===== src/rtl/gpr_wb_buffer_pkg.sv =====
`default_nettype none
// +--------------------------------------------------------------------------+
// | gpr_wb_buffer_pkg                                                        |
// | Shared GPR write-back constants, queue entry layout and bypass helper.   |
// | Rev 1.0                                                                  |
// +--------------------------------------------------------------------------+
package gpr_wb_buffer_pkg;

  localparam logic [4:0] REG_ADDR_FLAG      = 5'd31;
  localparam logic [1:0] FLAG_OP_DIS        = 2'd0;
  localparam logic [1:0] FLAG_OP_SET        = 2'd1;
  localparam logic [1:0] FLAG_OP_SET_AND_WR = 2'd2;
  localparam int         WB_ENTRY_W         = 1 + 1 + 5 + 32 + 32;

  typedef struct packed {
    logic        we;
    logic        flag;
    logic [4:0]  addr;
    logic [31:0] data;
    logic [31:0] nflag;
  } wb_entry_t;

  // {hit, data} for one entry; the flag write lands after Din, so nflag wins.
  function automatic logic [32:0] byp_match(input wb_entry_t e, input logic [4:0] a,
                                            input logic vld);
    logic [32:0] r;
    r = '0;
    if (vld) begin
      if (e.flag && (a == REG_ADDR_FLAG))
        r = {1'b1, e.nflag};
      else if (e.we && (e.addr == a) && (a != 5'd0))
        r = {1'b1, e.data};
    end
    return r;
  endfunction

endpackage
`default_nettype wire


===== src/rtl/gpr_wb_buffer_wb_fifo.sv =====
`default_nettype none
// +--------------------------------------------------------------------------+
// | gpr_wb_buffer_wb_fifo                                                    |
// | Circular entry storage with per-entry valid bits, pointers and count.    |
// | Rev 1.0                                                                  |
// +--------------------------------------------------------------------------+
module gpr_wb_buffer_wb_fifo
  import gpr_wb_buffer_pkg::*;
#(
  parameter int DEPTH = 4,
  parameter int PTR_W = 2
) (
  input  logic             clk,
  input  logic             reset_n,
  input  logic             push,
  input  logic             merge,
  input  logic             pop,
  input  wb_entry_t        push_entry,
  output logic             full,
  output logic             empty,
  output logic [PTR_W:0]   count,
  output logic [PTR_W-1:0] head_ptr,
  output wb_entry_t        entries [DEPTH],
  output logic [DEPTH-1:0] valid
);

  logic [PTR_W-1:0] wr_ptr;
  logic [PTR_W:0]   cnt;
  wb_entry_t        mem [DEPTH];
  logic [PTR_W-1:0] tail_ptr;

  assign tail_ptr = wr_ptr - PTR_W'(1);
  assign full     = (cnt == (PTR_W+1)'(DEPTH));
  assign empty    = (cnt == '0);
  assign count    = cnt;
  assign entries  = mem;

  always_ff @(posedge clk) begin
    if (!reset_n) begin
      head_ptr <= '0;
      wr_ptr   <= '0;
      cnt      <= '0;
      valid    <= '0;
    end else begin
      if (pop) begin
        valid[head_ptr] <= 1'b0;
        head_ptr        <= head_ptr + PTR_W'(1);
      end
      if (push) begin
        mem[wr_ptr]   <= push_entry;
        valid[wr_ptr] <= 1'b1;
        wr_ptr        <= wr_ptr + PTR_W'(1);
      end
      if (merge)
        mem[tail_ptr].data <= push_entry.data;
      case ({push, pop})
        2'b10:   cnt <= cnt + (PTR_W+1)'(1);
        2'b01:   cnt <= cnt - (PTR_W+1)'(1);
        default: cnt <= cnt;
      endcase
    end
  end

endmodule
`default_nettype wire


===== src/rtl/gpr_wb_buffer.sv =====
`default_nettype none
// +--------------------------------------------------------------------------+
// | gpr_wb_buffer                                                            |
// | GPR write-back queue: drains into the GPR write port, supplies bypass.   |
// | Optional macro GPR_WB_COALESCE_EN merges same-register writes at tail.   |
// | Rev 1.0                                                                  |
// +--------------------------------------------------------------------------+
module gpr_wb_buffer
  import gpr_wb_buffer_pkg::*;
#(
  parameter int DEPTH = 4,
  parameter int PTR_W = 2
) (
  input  logic             clk,
  input  logic             reset_n,
  input  logic             push_valid,
  output logic             push_ready,
  input  logic             push_we,
  input  logic [4:0]       push_addr,
  input  logic [31:0]      push_data,
  input  logic             push_flag,
  input  logic [31:0]      push_nflag,
  input  logic             drain_en,
  output logic             gpr_we,
  output logic [4:0]       gpr_awr,
  output logic [31:0]      gpr_din,
  output logic [1:0]       gpr_flagop,
  output logic [31:0]      gpr_nflag,
  input  logic [4:0]       byp_a1,
  input  logic [4:0]       byp_a2,
  output logic             byp_hit1,
  output logic             byp_hit2,
  output logic [31:0]      byp_data1,
  output logic [31:0]      byp_data2,
  output logic [PTR_W:0]   count
);

  logic             full;
  logic             empty;
  logic [PTR_W-1:0] head_ptr;
  wb_entry_t        entries [DEPTH];
  logic [DEPTH-1:0] valid;
  wb_entry_t        new_entry;
  wb_entry_t        head;
  logic             accept;
  logic             store;
  logic             merge;
  logic             alloc;
  logic             pop;

  assign push_ready = !full;
  assign accept     = push_valid && push_ready;
  assign pop        = drain_en && !empty;

  // Writes to r0 are discarded; an entry left with nothing to do is dropped.
  assign new_entry.we    = push_we && (push_addr != 5'd0);
  assign new_entry.flag  = push_flag;
  assign new_entry.addr  = push_addr;
  assign new_entry.data  = push_data;
  assign new_entry.nflag = push_nflag;
  assign store           = accept && (new_entry.we || push_flag);

`ifdef GPR_WB_COALESCE_EN
  logic [PTR_W-1:0] tail_idx;
  wb_entry_t        tail;
  assign tail_idx = head_ptr + count[PTR_W-1:0] - PTR_W'(1);
  assign tail     = entries[tail_idx];
  assign merge    = store && new_entry.we && !push_flag && !empty && valid[tail_idx] &&
                    tail.we && !tail.flag && (tail.addr == push_addr) &&
                    !(pop && (count == (PTR_W+1)'(1)));
`else
  assign merge = 1'b0;
`endif

  assign alloc = store && !merge;

  gpr_wb_buffer_wb_fifo #(
    .DEPTH (DEPTH),
    .PTR_W (PTR_W)
  ) u_fifo (
    .clk        (clk),
    .reset_n    (reset_n),
    .push       (alloc),
    .merge      (merge),
    .pop        (pop),
    .push_entry (new_entry),
    .full       (full),
    .empty      (empty),
    .count      (count),
    .head_ptr   (head_ptr),
    .entries    (entries),
    .valid      (valid)
  );

  assign head = entries[head_ptr];

  always_comb begin
    gpr_we     = 1'b0;
    gpr_flagop = FLAG_OP_DIS;
    gpr_awr    = '0;
    gpr_din    = '0;
    gpr_nflag  = '0;
    if (pop) begin
      gpr_we    = head.we;
      gpr_awr   = head.addr;
      gpr_din   = head.data;
      gpr_nflag = head.nflag;
      if (head.flag)
        gpr_flagop = head.we ? FLAG_OP_SET_AND_WR : FLAG_OP_SET;
    end
  end

  logic [32:0]      r1;
  logic [32:0]      r2;
  logic [32:0]      m1;
  logic [32:0]      m2;
  logic [PTR_W-1:0] idx;

  // Scan oldest to youngest so the last hit is the youngest pending value.
  always_comb begin
    r1  = '0;
    r2  = '0;
    m1  = '0;
    m2  = '0;
    idx = '0;
    for (int i = 0; i < DEPTH; i++) begin
      idx = head_ptr + PTR_W'(i);
      m1  = byp_match(entries[idx], byp_a1, valid[idx]);
      m2  = byp_match(entries[idx], byp_a2, valid[idx]);
      if (m1[32]) r1 = m1;
      if (m2[32]) r2 = m2;
    end
  end

  assign byp_hit1  = r1[32];
  assign byp_data1 = r1[31:0];
  assign byp_hit2  = r2[32];
  assign byp_data2 = r2[31:0];

endmodule
`default_nettype wire


===== config.mk =====
export PLATFORM = sky130hd
export DESIGN_NAME = gpr_wb_buffer
export DESIGN_NICKNAME = d
export VERILOG_FILES = /design/src/rtl/gpr_wb_buffer_pkg.sv /design/src/rtl/gpr_wb_buffer_wb_fifo.sv /design/src/rtl/gpr_wb_buffer.sv
export SDC_FILE = /design/constraint.sdc
export NUM_CORES = 1
export LEC_CHECK = 0
export CAP_MARGIN = 25
export CORE_ASPECT_RATIO = 0.5
export CORE_MARGIN = 2
export CORE_UTILIZATION = 45
export DETAILED_ROUTE_END_ITERATION = 8
export PLACE_DENSITY = 0.63
export SYNTH_ARGS = -nofsm -noshare
export SYNTH_HDL_FRONTEND = slang
export SYNTH_SLANG_ARGS = --single-unit

===== constraint.sdc =====
create_clock -name clk -period 11.3 [get_ports clk]
set_clock_uncertainty 0.15 [all_clocks]
set_input_delay 2.825 -clock clk [delete_from_list [all_inputs] [get_ports clk]]
set_output_delay 2.825 -clock clk [all_outputs]
set_load 0.1 [all_outputs]

### Word-level counts from Yosys, hierarchy flattened

Cells that the tools add are included.

* add/sub/neg operators: 6
* $mul: 0
* div/mod/pow operators: 0
* magnitude comparators: 13
* equal/unequal tests: 13
* shift operators: 0
* multiplexer cells: 70
* bitwise operators: 8
* reduce and logical (&&, ||, !) cells: 40

Operators with widths (count)
* $mux W33: 32
* $mux W71: 9
* $bmux W71 S2: 4
* $bwmux W284: 1
* $demux W71 S2: 1
* $mux W32: 2
* $eq A5 B5 Y1: 8
* $logic_and A1 B1 Y1: 31
* $ge A3 B3 Y1 const B: 5
* $lt A2 B3 Y1 const B: 5
* $not A2 Y3: 5
* $reduce_bool A5 Y1: 3
* $mux W4: 3
* $eq A5 B5 Y1 const B: 2
* $bmux W1 S2: 4
* $mux W1: 7
* $mux W2: 3
* $pmux W3 S2: 1
* $mux W5: 1
* $add A2 B1 Y2 const B: 2
* $add A2 B2 Y2 const B: 2
* $and A4 B4 Y4: 1
* $demux W1 S2: 2
* $ge A2 B1 Y1 const B: 2
* 13 further kinds: 14

* register bits after elaboration: 295
* latch bits: 0
* bits in writable memories: 0
* ROM bits: 0
* output and inout bits: 142
* logic and storage cells: 174
* memories kept: 0

### Logic depth before layout (Yosys ltp)

Gate-level depths: netlist of run 1.

* word-level depth: 14
* depth in mapped cells: 20
* mapped depth without buffers: 10

### By module

Synthesis of run 1 repeated with hierarchy kept, for this count alone.

* cells, all modules: 2363
* area total of the unflattened synthesis: 22999.6 um^2

Modules (own cells, without submodules)
* gpr_wb_buffer: instances 1, cells each 1857, area an instance 12156.7 um^2, sequential area each 0.0 um^2
* gpr_wb_buffer_wb_fifo: instances 1, cells each 506, area an instance 10842.9 um^2, sequential area each 8748.4 um^2

### Least setup slack after synthesis of run 1

OpenSTA, ideal clock, no wires.

* path kind: input -> output
* from: in byp_a1[2]
* to: out byp_data1[14]
* data arrival time: 6.833 ns
* required time: 8.325 ns
* setup slack: 1.492 ns
* cell stages on the path: 11
* cells stage by stage: clkbuf_1 and4_1 buf_2 and3_1 clkbuf_1 inv_1 o32ai_2 nor2b_1 clkbuf_1 clkbuf_1 a211oi_1

* word-level cells in the longest chain between the ends: 10

RTL lines
* from (decl): RTL line gpr_wb_buffer.sv:29 `input logic [4:0] byp_a1,`
* $eq A5 B5 Y1: RTL line gpr_wb_buffer_pkg.sv:31 `else if (e.we && (e.addr == a) && (a != 5'd0))`
* $logic_and A1 B1 Y1 (2 in series): RTL line gpr_wb_buffer_pkg.sv:31
* $mux W33: RTL line gpr_wb_buffer_pkg.sv:31
* $mux W33: RTL line gpr_wb_buffer_pkg.sv:29 `if (e.flag && (a == REG_ADDR_FLAG))`
* $mux W33: RTL line gpr_wb_buffer_pkg.sv:28 `if (vld) begin`
* $mux W33 (3 in series): RTL line gpr_wb_buffer.sv:130 `if (m1[32]) r1 = m1;`
* $mux W33 *: RTL line gpr_wb_buffer.sv:130
* to (decl): RTL line gpr_wb_buffer.sv:33 `output logic [31:0] byp_data1,`

Every way passes the cells marked *; elsewhere a longest branch is shown, timed or not.

### Worst setup path in the final report of run 1

* from: reg u_fifo.head_ptr[0]
* to: out byp_data2[13]

RTL lines
* from (decl): RTL line gpr_wb_buffer_wb_fifo.sv:22 `output logic [PTR_W-1:0] head_ptr,`
* from (signal assigned): RTL line gpr_wb_buffer_wb_fifo.sv:47 `head_ptr <= head_ptr + PTR_W'(1);`
* $add A2 B2 Y2 *: RTL line gpr_wb_buffer.sv:127 `idx = head_ptr + PTR_W'(i);`
* via idx[0]: RTL line gpr_wb_buffer.sv:117 `logic [PTR_W-1:0] idx;`
* $not A2 Y3 (not written as such): RTL line gpr_wb_buffer.sv:129 `m2 = byp_match(entries[idx], byp_a2, valid[idx]);`
* $bmux W71 S2: RTL line gpr_wb_buffer.sv:129
* $mux W71 (not written as such) (2 in series): RTL line gpr_wb_buffer.sv:129
* $eq A5 B5 Y1: RTL line gpr_wb_buffer_pkg.sv:31
* $logic_and A1 B1 Y1 (2 in series): RTL line gpr_wb_buffer_pkg.sv:31
* $mux W33: RTL line gpr_wb_buffer_pkg.sv:31
* $mux W33: RTL line gpr_wb_buffer_pkg.sv:29
* $mux W33 *: RTL line gpr_wb_buffer_pkg.sv:28
* $mux W33 *: RTL line gpr_wb_buffer.sv:131 `if (m2[32]) r2 = m2;`
* to (decl): RTL line gpr_wb_buffer.sv:34 `output logic [31:0] byp_data2,`

Mark *: on every way through the listed nets, which the timed path passes. The rest lies on a longest branch. The select of a mux whose other input is x is not followed.

==> metrics.csv, run 1 <==
metric,value,unit
clock-sinks,295,
crit_family,buffers and inverters,
synth_fp_nets,1979,
post_cts_resize_count,0,
status,"finished, final reports clean",
drtIter0Drc,1809,
final_antenna_net_count,0,
firstDrtPassIters,6,
final_cells,2662,
num_vias,16900,
worstMarginPinSlew,1.082,ns
synthSimpleGateAreaFrac,10.20,%
htree_levels,1,
slew_violations,0,
ys_async_sr_fraction,0,%
fp.dieArea,0.04950,sq mm
fmax,100.7,MHz
synthCells,1884,
synth_edf_count,284,
critical_path.max_fanout,57,
die_height,158.3,microns
drive_above_1_share,22.92,%
routed_wl,67.80,mm
critPathBufInv,3,
start_util,45.66,%
wl_per_cell,25.47,microns
antennaDiodeCount,0,
synth.top_cell.area_share,39.79,%
critPathLaunchType,flop,
fin_nets,2095,
post_cts_buffers,0,
syn_area_per_cell,11.38,sq um
grt_pass1_wl,100.0,mm
yosysWarnings,0,
synthTopCellsByArea,"edfxtp_1 (40%), mux4_2 (14%), mux2i_1 (7.8%)",
synthDistinctLibCells,62,
syn_area,0.02144,sq mm
synth-seq-cells,295,
dp.cells,2605,
fin_crit_sh,87.91,%
max_slew_margin,27.85,%
synth_top_family_by_area,multiplexers,
drc,0,
period_needed,9.934,ns
maxCapViolCount,0,
fp-row-count,56,
synth_fa_ha_area_share,0.6187,%
antenna_found_initial,0,
cts_buffer_depth,3,
cpPeakStageDelay,1.15,ns
grt_start_max_net_pins,147,
criticalPathCategory,reg -> out,
hold_viol,0,
cp.arrival,6.96,ns
grtUsageTotal,26.70,%
clkTransAtPathRegs,0.06,ns
fin_setup_tns,0,ns
synth_most_common_cell,edfxtp_1,
place_area,0.02391,sq mm
cts_tree,yes,
muxShareOfSynthArea,28.02,%
synth_largest_area_cell,edfxtp_1,
num-fill-cells,4040,
endpoint_kind,primary output,
p_total,5177,uW
p_leak,0.009060,uW
gp_congestion,0.8912,
required,8.33,ns
ir_drop,0.2217,mV
dieWidth,312.7,microns
grt_overflow,0,
syn_to_final_growth,16.55,%
synth_flop_cell,edfxtp_1,
synth-xor-area-share,1.757,%
synth_compound_area_share,14.47,%
numCtsBuffers,31,
finish.instance_area,0.02498,sq mm
worstHoldPathType,reg -> reg,
io_buffers,226,
synthTopCellsByCount,"edfxtp_1 (284), nor2_1 (197), nand2_1 (178), mux2i_1 (167), a21oi_1 (146)",
hold_buffers,0,
grt_pass1_vias,16120,
clk_latency,0.58,ns
fp.coreArea,0.04695,sq mm
place_hpwl,41.74,mm
setup_viol,0,
crit_slowest_cell,clkdlybuf4s50_1,
pin_count,227,
viasPerCell,6.348,
rsz0062_at_grt,false,
yosysSeqAreaShare,40.81,%
crit_chain,inv_1 > ha_4 > clkinv_2 > mux2i_1 > nand4_1 > o221ai_1 > o21a_1 > clkdlybuf4s50_1,
ctsRootBufferMaster,clkbuf_16,
power.density,207.2,mW/mm^2
[path summary, 6_finish.rpt]
kind,from,end,slack (ns),depth (start not counted)
max reg2reg,u_fifo.head_ptr[0],u_fifo.head_ptr[1],7.96,5
min reg2reg,u_fifo.count[2],u_fifo.count[2],0.39,2
min,u_fifo.count[2],u_fifo.count[2],0.39,2
max,u_fifo.head_ptr[0],byp_data2[13],1.37,8
[where the power goes]
group | internal [uW] | total, uW | switching (uW)
combinational | 976 | 2760 | 1790
clock | 649 | 1100 | 448
sequential | 1250 | 1320 | 61.7
[per-layer routing]
layer | vias to the layer above | part of all wire, % | global-route usage (%)
met5 | - | 0 | 0
li1 | 7510 | - | -
met3 | 136 | 9.4 | 4.806
met4 | 0 | 2.7 | 7.314
met2 | 851 | 46 | 43.45
met1 | 8401 | 41 | 37.02
[worst register-to-register path, delay by kind of cell, from the launching register on]
kind            cells  cell delay, ns
buf+inv             2            1.15
fa+ha+maj           1            0.86
compound gates      1            0.17
simple gates        1            0.11
flops               1            0.83
[per-stage QoR]
| step | setup slack (ns) | hold slack [ns] | util [%] |
|---|---|---|---|
| detailed placement | 1.780 | 0.3733 | 50.92 |
| CTS | 1.468 | 0.3882 | 53.22 |
| global route | 1.160 | 0.4146 | 53.22 |
| floorplan | 1.492 | 0.3442 | - |
| global placement | 1.854 | 0.3709 | 50.92 |
| finish | 1.366 | 0.3910 | 53.22 |
[kinds of logic after synthesis]
logic type / Yosys count
xor gates and xnor gates: 43
muxes: 419
adders and majority gates: 10
AOI/OAI and AO/OA: 425
DFF: 295
and+or+nand+nor: 500
buffers and inverters: 192
[cell usage in the layout (no fill, tap or decap), types with 39 or more instances in the layout]
cell / Yosys / final
buf_4: 13 / 96
mux2i_1: 167 / 167
nand2_1: 178 / 178
a21oi_1: 146 / 146
xnor2_1: 39 / 39
mux2_2: 118 / 118
and2_1: 71 / 70
o21ai_0: 66 / 66
clkdlybuf4s50_1: 0 / 163
edfxtp_1: 284 / 284
nor2_1: 197 / 195
o211a_1: 60 / 60
mux4_2: 133 / 133
[layout make-up]
| class | count | area [sq um] | share of cell area [%] |
|---|---|---|---|
| multi-input cells | 1397 | 11920 | 47.72 |
| clock inverters | 22 | 266.5 | 1.067 |
| repair buffers | 260 | 2372 | 9.496 |
| flip-flops and latches | 295 | 8756 | 35.05 |
| well taps | 638 | 798.3 | 3.195 |
| clock buffers | 35 | 810.8 | 3.245 |
| inverters | 15 | 57.56 | 0.2304 |
[sequential cells by signal, summed over array words and instances, names as in the netlist]
name	flops
u_fifo.entries	284
u_fifo.valid	4
u_fifo.count	3
u_fifo.head_ptr	2
u_fifo.wr_ptr	2
(Power assumes the default switching activity.)
==> inputs of run 2 (changes only) <==
--- a/config.mk
+++ b/config.mk
@@ -9,8 +9,10 @@
 export CORE_ASPECT_RATIO = 0.5
 export CORE_MARGIN = 2
 export CORE_UTILIZATION = 45
+export CTS_CLUSTER_SIZE = 20
 export DETAILED_ROUTE_END_ITERATION = 8
 export PLACE_DENSITY = 0.63
+export SKIP_CTS_REPAIR_TIMING = 1
 export SYNTH_ARGS = -nofsm -noshare
 export SYNTH_HDL_FRONTEND = slang
 export SYNTH_SLANG_ARGS = --single-unit
==> results of run 2 <==
The final DEF is identical to that of run 1; final timing and power are the same.
==> RTL edit (settings of run 2) <==
The option `GPR_WB_COALESCE_EN` is turned on by a define.
--- a/src/rtl/gpr_wb_buffer.sv
+++ b/src/rtl/gpr_wb_buffer.sv
@@ -5,6 +5,8 @@
 // | Optional macro GPR_WB_COALESCE_EN merges same-register writes at tail.   |
 // | Rev 1.0                                                                  |
 // +--------------------------------------------------------------------------+
+`define GPR_WB_COALESCE_EN
+
 module gpr_wb_buffer
   import gpr_wb_buffer_pkg::*;
 #(
Check against the original RTL: not settled (the Yosys comparison gave no result); the edit may change what the design does.
==> RTL edit against run 2 <==
Maximum frequency is 3.1% higher. Largest power group unchanged. Worst setup slack improved by 0.30 ns. Design area increased by 7.5%. Combinational power increased by 36%. Largest cell class unchanged. Die area rose by 7.5%. First-iteration DRC count grew 46%. Utilization hardly changed. Critical path depth rose by 2. Sequential cell count is the same. Area after synthesis grew 7.6%. Power is 18% higher. Routed wire length rose by 22%.
==> RTL edit: results (changes against run 2) <==
- WP data arrival: 6.66 ns (-0.30 ns)
- Layout fillers: 4519 (+12%)
- Status: finished, final reports clean
- Routed wire per std cell: 26.33 µm (+3.4%)
- Synth top area cells: edfxtp_1 (37%), mux2_2 (11%), mux4_2 (8.8%)
- Met1 GRT Util: 44.46% (+7.4 points)
- Total track usage: 30.47% (+3.8 points)
- Worst Max-Slew Pin Slew: 1.085 ns (+0.002304 ns)
- Post-synth net total: 2424 (+22%)
- Post-synth EDFFs: 284 (unchanged)
- Setup WS pre-CTS: 1.723 ns (-0.05696 ns)
- DR iter-0 viols: 2639 (+46%)
- Largest net degree at the start of global routing: 79 (-46%)
- Layout area overhead: 16.38%
- Fraction of the yosys area taken by sequential cells: 37.92% (-2.9 points)
- Via count of the first global-routing pass: 18266 (+13%)
- Worst path slowest cell: o32a_2
- DP Area: 25790 µm² (+7.9%)
- Lkg Pwr: 9.202 nW (+1.6%)
- HPWL after detailed placement: 54400 µm (+30%)
- Clock-pin slew on the worst setup and hold paths: 0.06 ns (about the same)
- Nets@finish: 2521 (+20%)
- Vias: 20019 (+18%)
- CP peak stage delay: 0.91 ns (-0.24 ns)
- Clock tree buffer depth: 3 (unchanged)
- Synth top cells by count: nand2_1 (300), edfxtp_1 (284), o21ai_0 (252)
- Reg2reg path depth: 9 (+4)
- Layout cells sized above 1: 20.82% (-2.1 points)
- Worst VDD drop: 0.1871 mV (-16%)
- Met2 Usage GRT: 44.96% (+1.5 points)
- CP Max Fanout: 34 (-40%)
- Met3 Use GR: 6.831% (+2.0 points)
- First-pass GRT wire length: 120200 µm (+20%)
- Initial antenna violation count: 6 (+6)
- GPL Wtd Cong: 0.9907 (+11%)
-- RTL edit: cell types whose count changed in the layout (fill, tap and decap cells not counted), moves of 27 or more --
cell and change:
o21ai_0 +186, buf_12 +32, nand2_1 +122, nor2_1 +48, a221oi_2 -27, o211a_1 -58, a2111oi_0 -28, nand2b_1 +28
mux4_2 -43, a21oi_1 +51, a221oi_1 +30, mux2_2 +104, o31a_1 +30, mux2i_1 -40
-- RTL edit: metrics by stage --
stage          power (mW)  std cells
2_1_floorplan       4.122       2325
3_3_place_gp        5.019       3077
3_5_place_dp        5.025       3077
4_1_cts             6.064       3133
5_1_grt             6.408       3138
6_report            6.131       3139
-- RTL edit: path summary, 6_finish.rpt --
check / start / endpoint / slack [ns]
min reg2reg: u_fifo.wr_ptr[1]$_SDFFE_PN0N_ / u_fifo.wr_ptr[1]$_SDFFE_PN0N_ / 0.36
max reg2reg: u_fifo.head_ptr[1]$_SDFFE_PN0P_ / u_fifo.entries[262]$_DFFE_PP_ / 6.51
max: byp_a2[2] / byp_data2[11] / 1.67
min: u_fifo.wr_ptr[1]$_SDFFE_PN0N_ / u_fifo.wr_ptr[1]$_SDFFE_PN0N_ / 0.36
-- RTL edit: worst register-to-register path: cells and delay by family (launching register included) --
kind | cells | cell delay, ns
muxes | 2 | 0.82
xor gates and xnor gates | 2 | 1.04
DFF | 1 | 0.53
and+or+nand+nor | 1 | 0.18
buffers and inverters | 2 | 1.36
AOI/OAI and AO/OA | 2 | 0.47
-- RTL edit: kinds of logic (layout without fill, tap and decap cells) --
logic type               after synthesis  in the layout  share of synthesized area, %
flip-flops                           295            295                         37.92
AND/OR/NAND/NOR                      677            677                         12.53
multiplexers                         454            454                         26.22
XOR/XNOR                              47             47                         1.849
AO/OA/AOI/OAI                        618            618                         15.95
adder cells (fa/ha/maj)               14             14                        0.7593
other                                  0              4                             0
buffers and inverters                220            340                         4.767
-- RTL edit: where the power goes --
| part | leakage [nW] | internal [mW] | switching, mW |
|---|---|---|---|
| Sequential | 2.76 | 1.29 | 0.0591 |
| Combinational | 5.96 | 1.29 | 2.46 |
| Clock | 0.483 | 0.591 | 0.444 |
| Total | 9.20 | 3.17 | 2.96 |
-- RTL edit: layout make-up --
cell class / instances / share of cell area, %
Sequential cell: 295 / 32.61
Tap cell: 690 / 3.216
Timing Repair Buffer: 271 / 10.76
Clock inverter: 20 / 0.7456
Clock buffer: 36 / 2.959
Antenna cell: 4 / 0.03728
Inverter: 13 / 0.1911
Multi-Input combinational cell: 1810 / 49.48
-- RTL edit: metal layers --
layer	share of wire [%]	up-vias
met2	43	1186
met3	11	177
li1	-	8868
met4	2.9	2
met5	0.016	-
met1	43	9786
